## src/rtl/ble_iq_pkg.sv

```systemverilog
// Shared types and helpers for the BLE IQ receive capture path.
// Holds the pairing FSM state encoding, the packed-half width, the
// sign-extension helper and the FIFO entry layout.
package ble_iq_pkg;

    // Width of each packed half of the output word.
    localparam int PACK_W = 16;

    // Pairing FSM states.
    typedef enum logic [1:0] {
        IDLE    = 2'd0,
        HOLD_RE = 2'd1,
        HOLD_IM = 2'd2
    } ble_iq_state_t;

    // One FIFO entry: frame-close flag plus the packed IQ word.
    typedef struct packed {
        logic        last;
        logic [31:0] data;
    } ble_iq_entry_t;

    // Sign-extend the low w bits of val to PACK_W bits (1 <= w <= PACK_W).
    function automatic logic [PACK_W-1:0] sext16(input logic [PACK_W-1:0] val,
                                                 input int                w);
        logic [PACK_W-1:0] res;
        res = val;
        for (int i = 0; i < PACK_W; i++) begin
            if (i >= w) begin
                res[i] = val[w-1];
            end
        end
        return res;
    endfunction

endpackage

```

## src/rtl/ble_iq_sync_fifo.sv

```systemverilog
// Single-clock first-word-fall-through FIFO of ble_iq_entry_t words.
// Pointers carry one extra wrap bit so full and empty are distinguishable.
// A write into a full FIFO is accepted only if a read happens on the same
// edge; a read from an empty FIFO is ignored; clear wins over both.
// The head entry reads as zero while the FIFO is empty.
module ble_iq_sync_fifo
    import ble_iq_pkg::*;
#(
    parameter int DEPTH = 16
) (
    input  logic                     i_clk,
    input  logic                     i_rst,
    input  logic                     i_clear,
    input  logic                     i_wr_en,
    input  ble_iq_entry_t            i_wr_entry,
    input  logic                     i_rd_en,
    output ble_iq_entry_t            o_rd_entry,
    output logic                     o_full,
    output logic                     o_empty,
    output logic [$clog2(DEPTH):0]   o_level
);

    localparam int AW = $clog2(DEPTH);

    ble_iq_entry_t r_mem [DEPTH];
    logic [AW:0]   r_wr_ptr;
    logic [AW:0]   r_rd_ptr;
    logic          w_do_wr;
    logic          w_do_rd;

    assign o_empty = (r_wr_ptr == r_rd_ptr);
    assign o_full  = (r_wr_ptr[AW] != r_rd_ptr[AW]) &&
                     (r_wr_ptr[AW-1:0] == r_rd_ptr[AW-1:0]);
    assign o_level = r_wr_ptr - r_rd_ptr;

    assign w_do_rd = i_rd_en && !o_empty && !i_clear;
    assign w_do_wr = i_wr_en && (!o_full || w_do_rd) && !i_clear;

    assign o_rd_entry = o_empty ? '0 : r_mem[r_rd_ptr[AW-1:0]];

    // Storage array: written at the tail on every accepted push.
    always_ff @(posedge i_clk) begin
        if (w_do_wr) begin
            r_mem[r_wr_ptr[AW-1:0]] <= i_wr_entry;
        end
    end

    // Read/write pointers with wrap bit; clear empties the FIFO.
    always_ff @(posedge i_clk or posedge i_rst) begin
        if (i_rst) begin
            r_wr_ptr <= '0;
            r_rd_ptr <= '0;
        end else if (i_clear) begin
            r_wr_ptr <= '0;
            r_rd_ptr <= '0;
        end else begin
            if (w_do_wr) begin
                r_wr_ptr <= r_wr_ptr + 1'b1;
            end
            if (w_do_rd) begin
                r_rd_ptr <= r_rd_ptr + 1'b1;
            end
        end
    end

endmodule

```

## src/rtl/ble_iq_rx_capture.sv

```systemverilog
// BLE baseband IQ receive capture.
// Re-pairs independently-valid real/imaginary samples (bounded skew),
// packs each pair into {sext16(re), sext16(im)}, tags frame ends and
// buffers words in a FWFT FIFO toward the local RX memory path.
// Optional statistics counters: define BLE_IQ_RX_CAPTURE_STATS_EN.
//
// Output handshake: out_valid is high whenever the FIFO holds a word and
// out_data/out_last show that head word; the word is consumed on a rising
// edge where out_valid and out_ready are both high, and out_ready may be
// asserted independently of out_valid.
module ble_iq_rx_capture
    import ble_iq_pkg::*;
#(
    parameter int RE_IM_SIZE_BLE = 12,
    parameter int DEPTH_BLE      = 16,
    parameter int WIDTH_BLE      = 32,
    parameter int SKEW_MAX       = 2
) (
    input  logic                          phy_ble_clk,
    input  logic                          RESET,
    input  logic                          valid_in_mem_re_ble,
    input  logic [RE_IM_SIZE_BLE-1:0]     data_in_re_to_rx_ble,
    input  logic                          valid_in_mem_im_ble,
    input  logic [RE_IM_SIZE_BLE-1:0]     data_in_im_to_rx_ble,
    input  logic                          enable,
    input  logic                          clear,
    input  logic [15:0]                   frame_len,
    output logic                          out_valid,
    output logic [WIDTH_BLE-1:0]          out_data,
    output logic                          out_last,
    input  logic                          out_ready,
    output logic [$clog2(DEPTH_BLE):0]    level,
    output logic                          frame_done,
    output logic                          overflow,
    output logic                          skew_err,
    output logic [31:0]                   pair_count,
    output logic [15:0]                   drop_count,
    output logic [1:0]                    o_dbg_state
);

    // Wait counter must be able to hold SKEW_MAX-1 (SKEW_MAX >= 1).
    localparam int WAIT_W = (SKEW_MAX < 2) ? 1 : $clog2(SKEW_MAX + 1);
    localparam logic [WAIT_W-1:0] WAIT_LIMIT = WAIT_W'(SKEW_MAX - 1);

    // Pairing state
    ble_iq_state_t             r_state;
    ble_iq_state_t             w_state_nxt;
    logic [RE_IM_SIZE_BLE-1:0] r_hold;
    logic [RE_IM_SIZE_BLE-1:0] w_hold_nxt;
    logic [WAIT_W-1:0]         r_wait;
    logic [WAIT_W-1:0]         w_wait_nxt;
    logic                      w_pair_valid;
    logic [RE_IM_SIZE_BLE-1:0] w_pair_re;
    logic [RE_IM_SIZE_BLE-1:0] w_pair_im;
    logic                      w_skew_drop;

    // Pack register, framing and flags
    logic                      r_pack_valid;
    logic [31:0]               r_pack_data;
    logic [15:0]               r_frame_cnt;
    logic                      r_frame_done;
    logic                      r_overflow;
    logic                      r_skew_err;

    // FIFO interface
    logic                      w_fifo_full;
    logic                      w_fifo_empty;
    logic                      w_fifo_wr;
    logic                      w_pop;
    logic                      w_push_ok;
    logic                      w_drop_ovf;
    logic                      w_push_last;
    logic                      w_skew_ev;
    logic [16:0]               w_frame_cnt_inc;
    ble_iq_entry_t             w_wr_entry;
    ble_iq_entry_t             w_rd_entry;

    // Pairing next-state: match re with im, tolerate up to SKEW_MAX cycles of lag.
    always_comb begin
        w_state_nxt  = r_state;
        w_hold_nxt   = r_hold;
        w_wait_nxt   = r_wait;
        w_pair_valid = 1'b0;
        w_pair_re    = '0;
        w_pair_im    = '0;
        w_skew_drop  = 1'b0;
        if (!enable) begin
            // Disabled: drop anything held silently and park in IDLE.
            w_state_nxt = IDLE;
            w_wait_nxt  = '0;
        end else begin
            case (r_state)
                IDLE: begin
                    if (valid_in_mem_re_ble && valid_in_mem_im_ble) begin
                        w_pair_valid = 1'b1;
                        w_pair_re    = data_in_re_to_rx_ble;
                        w_pair_im    = data_in_im_to_rx_ble;
                    end else if (valid_in_mem_re_ble) begin
                        w_hold_nxt  = data_in_re_to_rx_ble;
                        w_wait_nxt  = '0;
                        w_state_nxt = HOLD_RE;
                    end else if (valid_in_mem_im_ble) begin
                        w_hold_nxt  = data_in_im_to_rx_ble;
                        w_wait_nxt  = '0;
                        w_state_nxt = HOLD_IM;
                    end
                end
                HOLD_RE: begin
                    if (valid_in_mem_im_ble) begin
                        w_pair_valid = 1'b1;
                        w_pair_re    = r_hold;
                        w_pair_im    = data_in_im_to_rx_ble;
                        if (valid_in_mem_re_ble) begin
                            w_hold_nxt = data_in_re_to_rx_ble;
                            w_wait_nxt = '0;
                        end else begin
                            w_state_nxt = IDLE;
                        end
                    end else if (valid_in_mem_re_ble) begin
                        w_hold_nxt  = data_in_re_to_rx_ble;
                        w_wait_nxt  = '0;
                        w_skew_drop = 1'b1;
                    end else if (r_wait == WAIT_LIMIT) begin
                        w_skew_drop = 1'b1;
                        w_state_nxt = IDLE;
                    end else begin
                        w_wait_nxt = r_wait + 1'b1;
                    end
                end
                HOLD_IM: begin
                    if (valid_in_mem_re_ble) begin
                        w_pair_valid = 1'b1;
                        w_pair_re    = data_in_re_to_rx_ble;
                        w_pair_im    = r_hold;
                        if (valid_in_mem_im_ble) begin
                            w_hold_nxt = data_in_im_to_rx_ble;
                            w_wait_nxt = '0;
                        end else begin
                            w_state_nxt = IDLE;
                        end
                    end else if (valid_in_mem_im_ble) begin
                        w_hold_nxt  = data_in_im_to_rx_ble;
                        w_wait_nxt  = '0;
                        w_skew_drop = 1'b1;
                    end else if (r_wait == WAIT_LIMIT) begin
                        w_skew_drop = 1'b1;
                        w_state_nxt = IDLE;
                    end else begin
                        w_wait_nxt = r_wait + 1'b1;
                    end
                end
                default: begin
                    w_state_nxt = IDLE;
                    w_wait_nxt  = '0;
                end
            endcase
        end
    end

    // Pairing state register; clear returns to IDLE and forgets any held sample.
    always_ff @(posedge phy_ble_clk or posedge RESET) begin
        if (RESET) begin
            r_state <= IDLE;
            r_hold  <= '0;
            r_wait  <= '0;
        end else if (clear) begin
            r_state <= IDLE;
            r_hold  <= '0;
            r_wait  <= '0;
        end else begin
            r_state <= w_state_nxt;
            r_hold  <= w_hold_nxt;
            r_wait  <= w_wait_nxt;
        end
    end

    // Pack register: sign-extend both halves one cycle ahead of the FIFO write.
    always_ff @(posedge phy_ble_clk or posedge RESET) begin
        if (RESET) begin
            r_pack_valid <= 1'b0;
            r_pack_data  <= '0;
        end else if (clear) begin
            r_pack_valid <= 1'b0;
        end else begin
            r_pack_valid <= w_pair_valid;
            if (w_pair_valid) begin
                r_pack_data <= {sext16(PACK_W'(w_pair_re), RE_IM_SIZE_BLE),
                                sext16(PACK_W'(w_pair_im), RE_IM_SIZE_BLE)};
            end
        end
    end

    assign w_pop           = out_ready && !w_fifo_empty;
    assign w_fifo_wr       = r_pack_valid && !clear;
    assign w_drop_ovf      = w_fifo_wr && w_fifo_full && !w_pop;
    assign w_push_ok       = w_fifo_wr && !w_drop_ovf;
    assign w_skew_ev       = w_skew_drop && !clear;
    assign w_frame_cnt_inc = {1'b0, r_frame_cnt} + 17'd1;
    assign w_push_last     = (frame_len != 16'd0) &&
                             (w_frame_cnt_inc >= {1'b0, frame_len});
    assign w_wr_entry      = '{last: w_push_last, data: r_pack_data};

    // Frame counter and frame_done pulse; only accepted pushes advance the frame.
    always_ff @(posedge phy_ble_clk or posedge RESET) begin
        if (RESET) begin
            r_frame_cnt  <= '0;
            r_frame_done <= 1'b0;
        end else if (clear) begin
            r_frame_cnt  <= '0;
            r_frame_done <= 1'b0;
        end else begin
            r_frame_done <= w_push_ok && w_push_last;
            if (w_push_ok) begin
                r_frame_cnt <= w_push_last ? 16'd0 : w_frame_cnt_inc[15:0];
            end
        end
    end

    // Sticky error flags.
    always_ff @(posedge phy_ble_clk or posedge RESET) begin
        if (RESET) begin
            r_overflow <= 1'b0;
            r_skew_err <= 1'b0;
        end else if (clear) begin
            r_overflow <= 1'b0;
            r_skew_err <= 1'b0;
        end else begin
            if (w_drop_ovf) begin
                r_overflow <= 1'b1;
            end
            if (w_skew_ev) begin
                r_skew_err <= 1'b1;
            end
        end
    end

    ble_iq_sync_fifo #(
        .DEPTH (DEPTH_BLE)
    ) u_fifo (
        .i_clk      (phy_ble_clk),
        .i_rst      (RESET),
        .i_clear    (clear),
        .i_wr_en    (w_fifo_wr),
        .i_wr_entry (w_wr_entry),
        .i_rd_en    (out_ready),
        .o_rd_entry (w_rd_entry),
        .o_full     (w_fifo_full),
        .o_empty    (w_fifo_empty),
        .o_level    (level)
    );

    assign out_valid   = !w_fifo_empty;
    assign out_data    = w_rd_entry.data;
    assign out_last    = w_rd_entry.last;
    assign frame_done  = r_frame_done;
    assign overflow    = r_overflow;
    assign skew_err    = r_skew_err;
    assign o_dbg_state = r_state;

`ifdef BLE_IQ_RX_CAPTURE_STATS_EN
    logic [31:0] r_pair_count;
    logic [15:0] r_drop_count;
    logic [16:0] w_drop_sum;

    assign w_drop_sum = {1'b0, r_drop_count} + {16'd0, w_drop_ovf} + {16'd0, w_skew_ev};

    // Statistics: accepted pushes (wrapping) and drops (saturating).
    always_ff @(posedge phy_ble_clk or posedge RESET) begin
        if (RESET) begin
            r_pair_count <= '0;
            r_drop_count <= '0;
        end else if (clear) begin
            r_pair_count <= '0;
            r_drop_count <= '0;
        end else begin
            if (w_push_ok) begin
                r_pair_count <= r_pair_count + 32'd1;
            end
            r_drop_count <= w_drop_sum[16] ? 16'hFFFF : w_drop_sum[15:0];
        end
    end

    assign pair_count = r_pair_count;
    assign drop_count = r_drop_count;
`else
    assign pair_count = 32'd0;
    assign drop_count = 16'd0;
`endif

endmodule

```

## config.mk

```make
export PLATFORM = sky130hd
export DESIGN_NAME = ble_iq_rx_capture
export DESIGN_NICKNAME = d
export VERILOG_FILES = /design/src/rtl/ble_iq_pkg.sv /design/src/rtl/ble_iq_sync_fifo.sv /design/src/rtl/ble_iq_rx_capture.sv
export SDC_FILE = /design/constraint.sdc
export NUM_CORES = 1
export LEC_CHECK = 0
export CAP_MARGIN = 10
export CORE_ASPECT_RATIO = 1.75
export CORE_MARGIN = 1
export CORE_UTILIZATION = 50
export CTS_BUF_LIST = sky130_fd_sc_hd__clkbuf_4 sky130_fd_sc_hd__clkbuf_8
export DETAILED_ROUTE_END_ITERATION = 7
export HOLD_SLACK_MARGIN = 0.15
export MAX_ROUTING_LAYER = met4
export PLACE_DENSITY_LB_ADDON = 0.05
export SYNTH_ARGS = -nofsm -noshare
export SYNTH_HDL_FRONTEND = slang
export SYNTH_SLANG_ARGS = --single-unit
```

## constraint.sdc

```tcl
create_clock -name phy_ble_clk -period 5.1 [get_ports phy_ble_clk]
set_input_delay 1.53 -clock phy_ble_clk [delete_from_list [all_inputs] [get_ports phy_ble_clk]]
set_output_delay 1.53 -clock phy_ble_clk [all_outputs]
set_load 0.005 [all_outputs]
```

==> results of run 1 <==
==> report_power, final <==
part,total [W],leakage [nW],internal [W],switching [W]
registers,0.00459,4.61,0.00437,0.000222
clock network,0.00305,0.717,0.00167,0.00138
logic,0.000525,2.71,0.000281,0.000244
total,0.00816,8.04,0.00632,0.00184
==> layout make-up <==
cell class	instances	area, sq um	area share [%]
Timing Repair Buffer	129	1380	5.95
Antenna cell	1	2.50	0.0108
Inverter	36	136	0.588
Multi-Input combinational cell	602	5930	25.6
Clock inverter	16	154	0.663
Clock buffer	100	1210	5.23
Tap cell	495	619	2.67
Sequential cell	470	13800	59.3
==> state kept, by name, summed over array words and instances (netlist names) <==
name / cells
r_frame_cnt: 16
u_fifo.r_mem: 400
o_dbg_state: 2
frame_done: 1
r_pack_valid: 1
r_hold: 12
u_fifo.r_rd_ptr: 5
skew_err: 1
u_fifo.r_wr_ptr: 5
overflow: 1
r_wait: 2
r_pack_data: 24
==> tightest hold or removal path: stages, from the launching register on <==
cell and delay, ns:
dfrtp_1 0.35, a21oi_1 0.04, nor2_1 0.08
==> cell families after synthesis <==
family | Yosys count
DFF | 470
muxes | 151
xor gates and xnor gates | 17
and+or+nand+nor | 207
adders and majority gates | 31
AOI/OAI and AO/OA | 148
buffers and inverters | 150
other | 1
==> per-layer routing <==
layer | routed length, microns | vias up
met1 | 18300 | 5647
met2 | 26300 | 277
li1 | - | 4821
met4 | 747 | 0
met3 | 1860 | 56
met5 | 0 | -
==> worst max-delay path by stage <==
| stage | to | slack, ns | cells after the start | from |
|---|---|---|---|---|
| after floorplan | out_data[12] | 1.13 | 9 | u_fifo.r_rd_ptr[2] |
| after global placement | u_fifo.r_mem[14][32] | 0.80 | 8 | frame_len[12] |
| after detailed placement | r_frame_cnt[5] | 0.76 | 9 | frame_len[12] |
| after CTS | out_data[13] | 0.14 | 5 | u_fifo.r_rd_ptr[0] |
| after global routing | out_data[26] | 0.07 | 5 | u_fifo.r_rd_ptr[0] |
| final | out_data[13] | 0.22 | 5 | u_fifo.r_rd_ptr[0] |
==> stage by stage <==
step,hold WS [ns],power [W]
2_1_floorplan,0.476,0.00494
3_3_place_gp,0.493,0.00519
3_5_place_dp,0.495,0.00520
4_1_cts,0.513,0.00823
5_1_grt,0.540,0.00844
6_report,0.512,0.00816
==> synthesized netlist by cell type, types with 6 or more instances <==
cell type  count
o21ai_0       25
a221oi_1      13
inv_1         34
nand4_1       10
o221ai_1       6
ha_1          30
buf_6          8
nor2b_1       35
a32oi_1       12
o21a_1         6
and3_1         7
buf_1          6
o21ai_1       16
a22o_1        14
nor3_1         9
nand3_1        8
a21oi_1       25
and2_1        16
buf_4         57
buf_2         11
edfxtp_1     400
dfrtp_1       70
nand2_1       67
mux2i_1       13
nor2_1        25
xnor2_1       12
nor4_1         6
mux4_2       125
a22oi_1       12
mux2_2        13
clkbuf_1      32
==> impl_metrics.toml, run 1 <==
[outcome]
status = "finished clean"

[synth]
yosysSeqAreaShare_pct = 67.7
synth_top_family_by_area = "multiplexers"
netlist-cell-type-count = 56
synth_top_area_share_pct = 59.0
synth_compound_area_share_pct = 4.99
synth_xor_area_share_pct = 0.732
synth-warning-count = 0
synth-edff-count = 400
synthFlopType = "edfxtp_1"
synth_area_leaders = "edfxtp_1, mux4_2, dfrtp_1"
syn_avg_cell_area_sq_um = 17.3
synthMuxAreaShare_pct = 15.2
syn_inst = 1175
synth_fa_ha_area_share_pct = 1.94
synth-seq-cells = 470
synth_top_area_cell = "edfxtp_1"
synth-simple-area-share_pct = 5.28
synthArstFlopShare_pct = 14.9
syn_area_sq_um = 20300

[detailed_routing]
dr.pass1.iters = 4
via_per_inst = 5.84
vias = 10800
drc = 0
dr.first_iter.drc_count = 649
antenna_left = 0
wl_per_cell_microns = 25.5
drt-total-wl_microns = 47200

[setup_path]
rr_startpoint = "r_frame_cnt[4]"
crit_top_cell = "mux4_2"
r2r_end = "u_fifo.r_mem[12][32]"
worstSetupStartpointType = "flop"
worstSetupPathType = "reg2out"
worstPathCellList = "buf_4 -> mux4_2 -> mux4_2 -> nor2b_1 -> clkdlybuf4s50_1"
cp.required_ns = 3.57
r2r_setup_slack_ns = 0.99
critPathTopFamily = "multiplexers"
cpPeakStageDelay_ns = 0.74
critPathSlowestCell = "dfrtp_4"
critPathArrivalTime_ns = 3.35
reg2reg_depth = 11
cp_num_buf_inv = 2
cp_max_fo = 22
cp-end-kind = "output port"

[global_route]
use_met1_pct = 28.5
use_met2_pct = 44.7
grt_max_degree = 101
grt_pass1_vias = 11500
antenna_found_initial = 1
grt_use_total_pct = 24.6
grt_pass1_wl_microns = 70800
grt-busiest-layer = "met2"
met3_usage_pct = 3.13
grt_overflow = 0

[placed_design]
dp_hpwl_microns = 28600
dp_cells = 1732
io_buffers = 90
dpl-instance-area_sq_um = 21800
post-place-ws_ns = 0.757
gp_routability_congestion = 0.801

[floorplanning]
core_sq_um = 40100
dieArea_sq_um = 41500
die_w_microns = 154
start_util_pct = 50.8
design.portCount = 139
die_h_microns = 269
rows = 97

[worst_hold_path]
min_path_type = "reg2reg"
worstHoldStart = "overflow"
hold_end = "overflow"
min_path_cells = 2

[sta]
period_share_pct = 95.6
tightest_slew_ns = 1.08
fmax_ghz = 0.205
timing.slew.headroom_pct = 27.9
setup_ws_ns = 0.225
rsz0062_at_grt = "no"
hold_viol = 0
skew_ns = 0.0167
setup_tns_ns = 0
slew_viol_final = 0
setup_violations = 0
fin_crit_ns = 4.88

[power]
power_density_nw_per_um2 = 352
ir_drop_mv = 0.208
p_leak_nw = 8.04

[clocking]
clock_latency_ns = 0.61
clk_pin_slew_ns = 0.06
cts-buffers-inserted = 67
post_cts_buffers = 0
cts_buffer_depth = 3
cts_num_sinks = 470
cts_htree_levels = 3
hold_buffers = 0
cts_root_buffer = "clkbuf_8"
cts_resized = 0
tritoncts = "built"

[finish]
fillers = 3141
design_area_sq_um = 23200
utilization_pct = 58.0
final_common_cell = "edfxtp_1"
final_cells = 1849
area_growth_pct = 14.1
final_cell_mix = "edfxtp_1, mux4_2, clkdlybuf4s50_1"
nNetsFinal = 1384
drive_above_1_share_pct = 23.4

[job]
max_cap_viol_count = 0
(Power assumes the default switching activity.)
==> inputs of run 2 (changes only) <==
Settings changed: CAP_MARGIN 10 to 30, DONT_BUFFER_PORTS from default to 1.
==> run 2 against run 1 <==
  * Die area unchanged
  * Final cell count down 5.0%
  * Fmax up 7.7%
  * Global-route usage down 0.72 points
  * Setup slack better by 0.35 ns
  * Clock skew up 0.0096 ns
  * Critical endpoint is now out_data[23]
  * Via count down 3.2%
  * Critical path depth down 1
  * Clock power about the same
  * Clock-buffer cell count unchanged
  * Highest routed layer unchanged
  * Critical path type unchanged
==> impl_metrics.toml, run 2 (synthesis gave the netlist of run 1 again) <==
[finish]
nNetsFinal = 1282
drive_above_1_share_pct = 24.5
final_cell_mix = "edfxtp_1, mux4_2, clkbuf_8"
largest_register_ffs = 400
area_growth_pct = 9.21
final_common_cell = "edfxtp_1"

[setup_path]
cp_max_fo = 33
worstSetupStartpointType = "flop"
r2r_setup_slack_ns = 1.20
crit_top_cell = "mux4_2"
critPathSlowestCell = "dfrtp_4"
crit_start = "u_fifo.r_rd_ptr[1]"
critPathArrivalTime_ns = 2.99
critPathTopFamily = "multiplexers"
cp-end-kind = "output port"
worstSetupPathType = "reg2out"
cpPeakStageDelay_ns = 0.78
reg2reg_depth = 12
rr_startpoint = "r_frame_cnt[4]"
cp_num_buf_inv = 1
worstPathCellList = "buf_4 -> mux4_2 -> mux4_2 -> nor2b_1"
r2r_end = "r_frame_cnt[3]"
cp.required_ns = 3.57

[global_route]
met3_usage_pct = 4.18
use_met2_pct = 42.0
use_met1_pct = 28.0
grt_pass1_vias = 11100
grt_pass1_wl_microns = 68900
grt_max_degree = 44
grt-busiest-layer = "met2"
antenna_found_initial = 3
grt_use_total_pct = 23.8
grt_overflow = 0

[floorplanning]
rows = 97
start_util_pct = 50.8
design.portCount = 139
core_sq_um = 40100
dieArea_sq_um = 41500
die_w_microns = 154
die_h_microns = 269

[detailed_routing]
dr.first_iter.drc_count = 585
wl_per_cell_microns = 26.2
dr.pass1.iters = 5
via_per_inst = 5.96
antenna_left = 0
drt-total-wl_microns = 46000
vias = 10500
drc = 0

[clocking]
clk_pin_slew_ns = 0.07
post_cts_buffers = 0
clock_latency_ns = 0.62
cts_root_buffer = "clkbuf_8"
hold_buffers = 0
cts-buffers-inserted = 70
cts_htree_levels = 3
cts_resized = 0
tritoncts = "built"
cts_buffer_depth = 3
cts_num_sinks = 470

[power]
p_leak_nw = 7.65
power_density_nw_per_um2 = 361
power_w = 0.00802
ir_drop_mv = 0.194

[placed_design]
dp_hpwl_microns = 27700
io_buffers = 0
gp_routability_congestion = 0.783

[worst_hold_path]
min_path_cells = 2
worstHoldStart = "r_frame_cnt[8]"
min_path_type = "reg2reg"
hold_end = "r_frame_cnt[8]"

[sta]
tightest_slew_ns = 0.986
setup_tns_ns = 0
period_share_pct = 88.7
rsz0062_at_grt = "no"
timing.slew.headroom_pct = 34.0
slew_viol_final = 0
fin_crit_ns = 4.52
hold_viol = 0
setup_violations = 0
skew_ns = 0.0262
fmax_ghz = 0.221

[outcome]
status = "finished clean"

[job]
max_cap_viol_count = 0
## run 2: report_power, final
group | total [W] | switching (W) | leakage [nW] | internal [W]
sequential | 0.00459 | 0.000224 | 4.61 | 0.00437
clock | 0.00302 | 0.00143 | 0.735 | 0.00159
combinational | 0.000408 | 0.000210 | 2.31 | 0.000198
## run 2: routing by layer
layer	wire length, microns	vias up
li1	-	4623
met1	17900	5478
met2	24700	288
met3	2470	68
met4	889	0
met5	0	-
## run 2: tightest hold or removal path, cell delays in order, from the launching register on
cell and delay (ns):
dfrtp_1 0.38, nand2_1 0.06, o21ai_1 0.06
## run 2: area by class of cell
| cell class | instances | area, sq um |
|---|---|---|
| inverter | 36 | 136 |
| antenna | 2 | 5.00 |
| tap | 495 | 619 |
| clock buffer | 100 | 1250 |
| fill | 3246 | 17800 |
| multi-input combinational | 602 | 5930 |
| timing repair buffer | 24 | 368 |
| sequential | 470 | 13800 |
| clock inverter | 27 | 135 |
## run 2: per-stage QoR
step                      worst slack [ns]  cells  utilization (%)  instance area [sq um]  hold WS [ns]
after floorplan                       1.13   1222                -                  20500         0.476
after global placement                1.12   1617             51.4                  20600         0.500
after detailed placement              1.12   1623             51.8                  20700         0.525
after CTS                            0.447   1750             55.3                  22100         0.540
after global routing                 0.383   1755             55.5                  22200         0.563
final                                0.575   1756             55.5                  22200         0.532
## run 2: worst max path at each step
stage                              end  cells past startpoint
after floorplan           out_data[12]                      9
final                     out_data[23]                      4
after detailed placement      out_last                      4
after global routing      out_data[10]                      4
after CTS                     out_last                      4
after global placement     out_data[0]                      4
==> inputs of run 3 (changes only) <==
--- a/config.mk
+++ b/config.mk
@@ -16,4 +16,5 @@
 export MAX_ROUTING_LAYER = met4
 export PLACE_DENSITY_LB_ADDON = 0.05
+export SETUP_SLACK_MARGIN = 0.2
 export SYNTH_ARGS = -nofsm -noshare
 export SYNTH_HDL_FRONTEND = slang
==> constraint.sdc (replaced) <==
create_clock -name phy_ble_clk -period 5.1 [get_ports phy_ble_clk]
set_input_delay 1.02 -clock phy_ble_clk [delete_from_list [all_inputs] [get_ports phy_ble_clk]]
set_output_delay 1.02 -clock phy_ble_clk [all_outputs]
set_load 0.005 [all_outputs]
==> run 3 against run 2 <==
  * Clock power increased by 9.9%
  * Power increased by 3.7%
  * Clock skew decreased by 0.0021 ns
  * Die area unchanged
  * Critical path depth unchanged
  * Sequential share of layout area decreased by 0.26 points
==> impl_metrics.toml, run 3 (synthesis gave the netlist of run 1 again) <==
[global_route]
grt_use_total_pct = 24.6
grt_overflow = 0
grt_pass1_wl_microns = 70700
grt_pass1_vias = 11300
grt_max_degree = 54
antenna_found_initial = 1

[power]
ir_drop_mv = 0.238
p_leak_nw = 7.71
power_density_nw_per_um2 = 373

[sta]
slew_viol_final = 0
setup_tns_ns = 0
rsz0062_at_grt = "no"
hold_viol = 0
timing.slew.headroom_pct = 32.8
fin_crit_ns = 4.35
skew_ns = 0.0242
fmax_ghz = 0.230
tightest_slew_ns = 1.00
period_share_pct = 85.3
setup_violations = 0

[placed_design]
gp_routability_congestion = 0.790
io_buffers = 0
dp_hpwl_microns = 28200
dpl-instance-area_sq_um = 20700

[detailed_routing]
via_per_inst = 5.96
dr.first_iter.drc_count = 715
drt-total-wl_microns = 47200
dr_wl_met3_microns = 2130
wl_per_cell_microns = 26.9
met2_length_microns = 25900
wl_met1_microns = 18200
antenna_left = 0
top_layer = "met4"
drc = 0
dr.pass1.iters = 5
vias = 10500

[clocking]
hold_buffers = 0
post_cts_buffers = 0
clock_latency_ns = 0.62
cts_buffer_depth = 3
clk_pin_slew_ns = 0.06
cts_resized = 0
tritoncts = "built"
cts_num_sinks = 470
cts_root_buffer = "clkbuf_8"
cts_htree_levels = 3
cts-buffers-inserted = 69

[setup_path]
cp.required_ns = 4.08
r2r_setup_slack_ns = 1.21
cp_max_fo = 30
r2r_end = "u_fifo.r_mem[5][32]"
critPathArrivalTime_ns = 3.33
reg2reg_depth = 11
worstSetupPathType = "reg2out"
rr_startpoint = "r_frame_cnt[4]"
cp-end-kind = "output port"
worstSetupStartpointType = "flop"

[finish]
final_common_cell = "edfxtp_1"
design_area_sq_um = 22300
area_growth_pct = 9.67
largest_register_ffs = 400
fillers = 3241
drive_above_1_share_pct = 24.7
nNetsFinal = 1283
utilization_pct = 55.7
final_cell_mix = "edfxtp_1, mux4_2, clkbuf_8"

[floorplanning]
design.portCount = 139
die_h_microns = 269
die_w_microns = 154
rows = 97
core_sq_um = 40100
dieArea_sq_um = 41500
start_util_pct = 50.8

[job]
max_cap_viol_count = 0

[worst_hold_path]
min_path_type = "in2async"

[outcome]
status = "finished clean"
## run 3: changes by cell type in the layout (fill, tap and decap cells not counted), sizes merged
cell	change
clkbuf	-2
bufinv	+6
clkinv	-4
buf	+2
inv	-1
diode	-1
clkinvlp	-1
## run 3: critical path, cell delays in order (launching register included)
cell and delay (ns):
dfrtp_4 0.87, buf_4 0.53, mux4_2 0.55, mux4_2 0.54, nor2b_1 0.18
## run 3: layer usage
layer / up-vias / track usage [%]
met5: - / -
met3: 74 / 4.13
met1: 5494 / 28.6
met2: 281 / 43.4
li1: 4619 / -
met4: 0 / 7.79
## run 3: area by class of cell
class | count | area (sq um) | share of cell area (%)
antenna | 1 | 2.50 | 0.0112
clock buffer | 98 | 1240 | 5.57
clock inverter | 27 | 285 | 1.28
inverter | 36 | 136 | 0.611
multi-input combinational | 602 | 5930 | 26.6
sequential | 470 | 13800 | 61.7
tap | 495 | 619 | 2.78
timing repair buffer | 26 | 323 | 1.45
## run 3: per-stage QoR
stage	total power, W	hold slack, ns	setup WS, ns	std cells
floorplan	0.00494	0.476	1.64	1222
global placement	0.00507	0.500	1.29	1619
detailed placement	0.00509	0.509	1.24	1627
CTS	0.00841	0.330	0.614	1752
global route	0.00861	0.387	0.538	1755
finish	0.00832	0.361	0.750	1755
## run 3: how the worst max path moves through the flow
stage	from	end	slack, ns	cells after the start
floorplan	u_fifo.r_rd_ptr[2]	out_data[12]	1.64	9
global placement	u_fifo.r_rd_ptr[0]	out_last	1.29	4
detailed placement	r_frame_cnt[4]	r_frame_cnt[8]	1.24	12
CTS	u_fifo.r_rd_ptr[0]	out_last	0.61	4
global route	u_fifo.r_rd_ptr[0]	out_last	0.54	4
finish	u_fifo.r_rd_ptr[0]	out_last	0.75	4
## run 3: report_power, final
| group | internal, W | switching [W] |
|---|---|---|
| Combinational | 0.000194 | 0.000211 |
| Clock | 0.00188 | 0.00144 |
| Sequential | 0.00437 | 0.000225 |
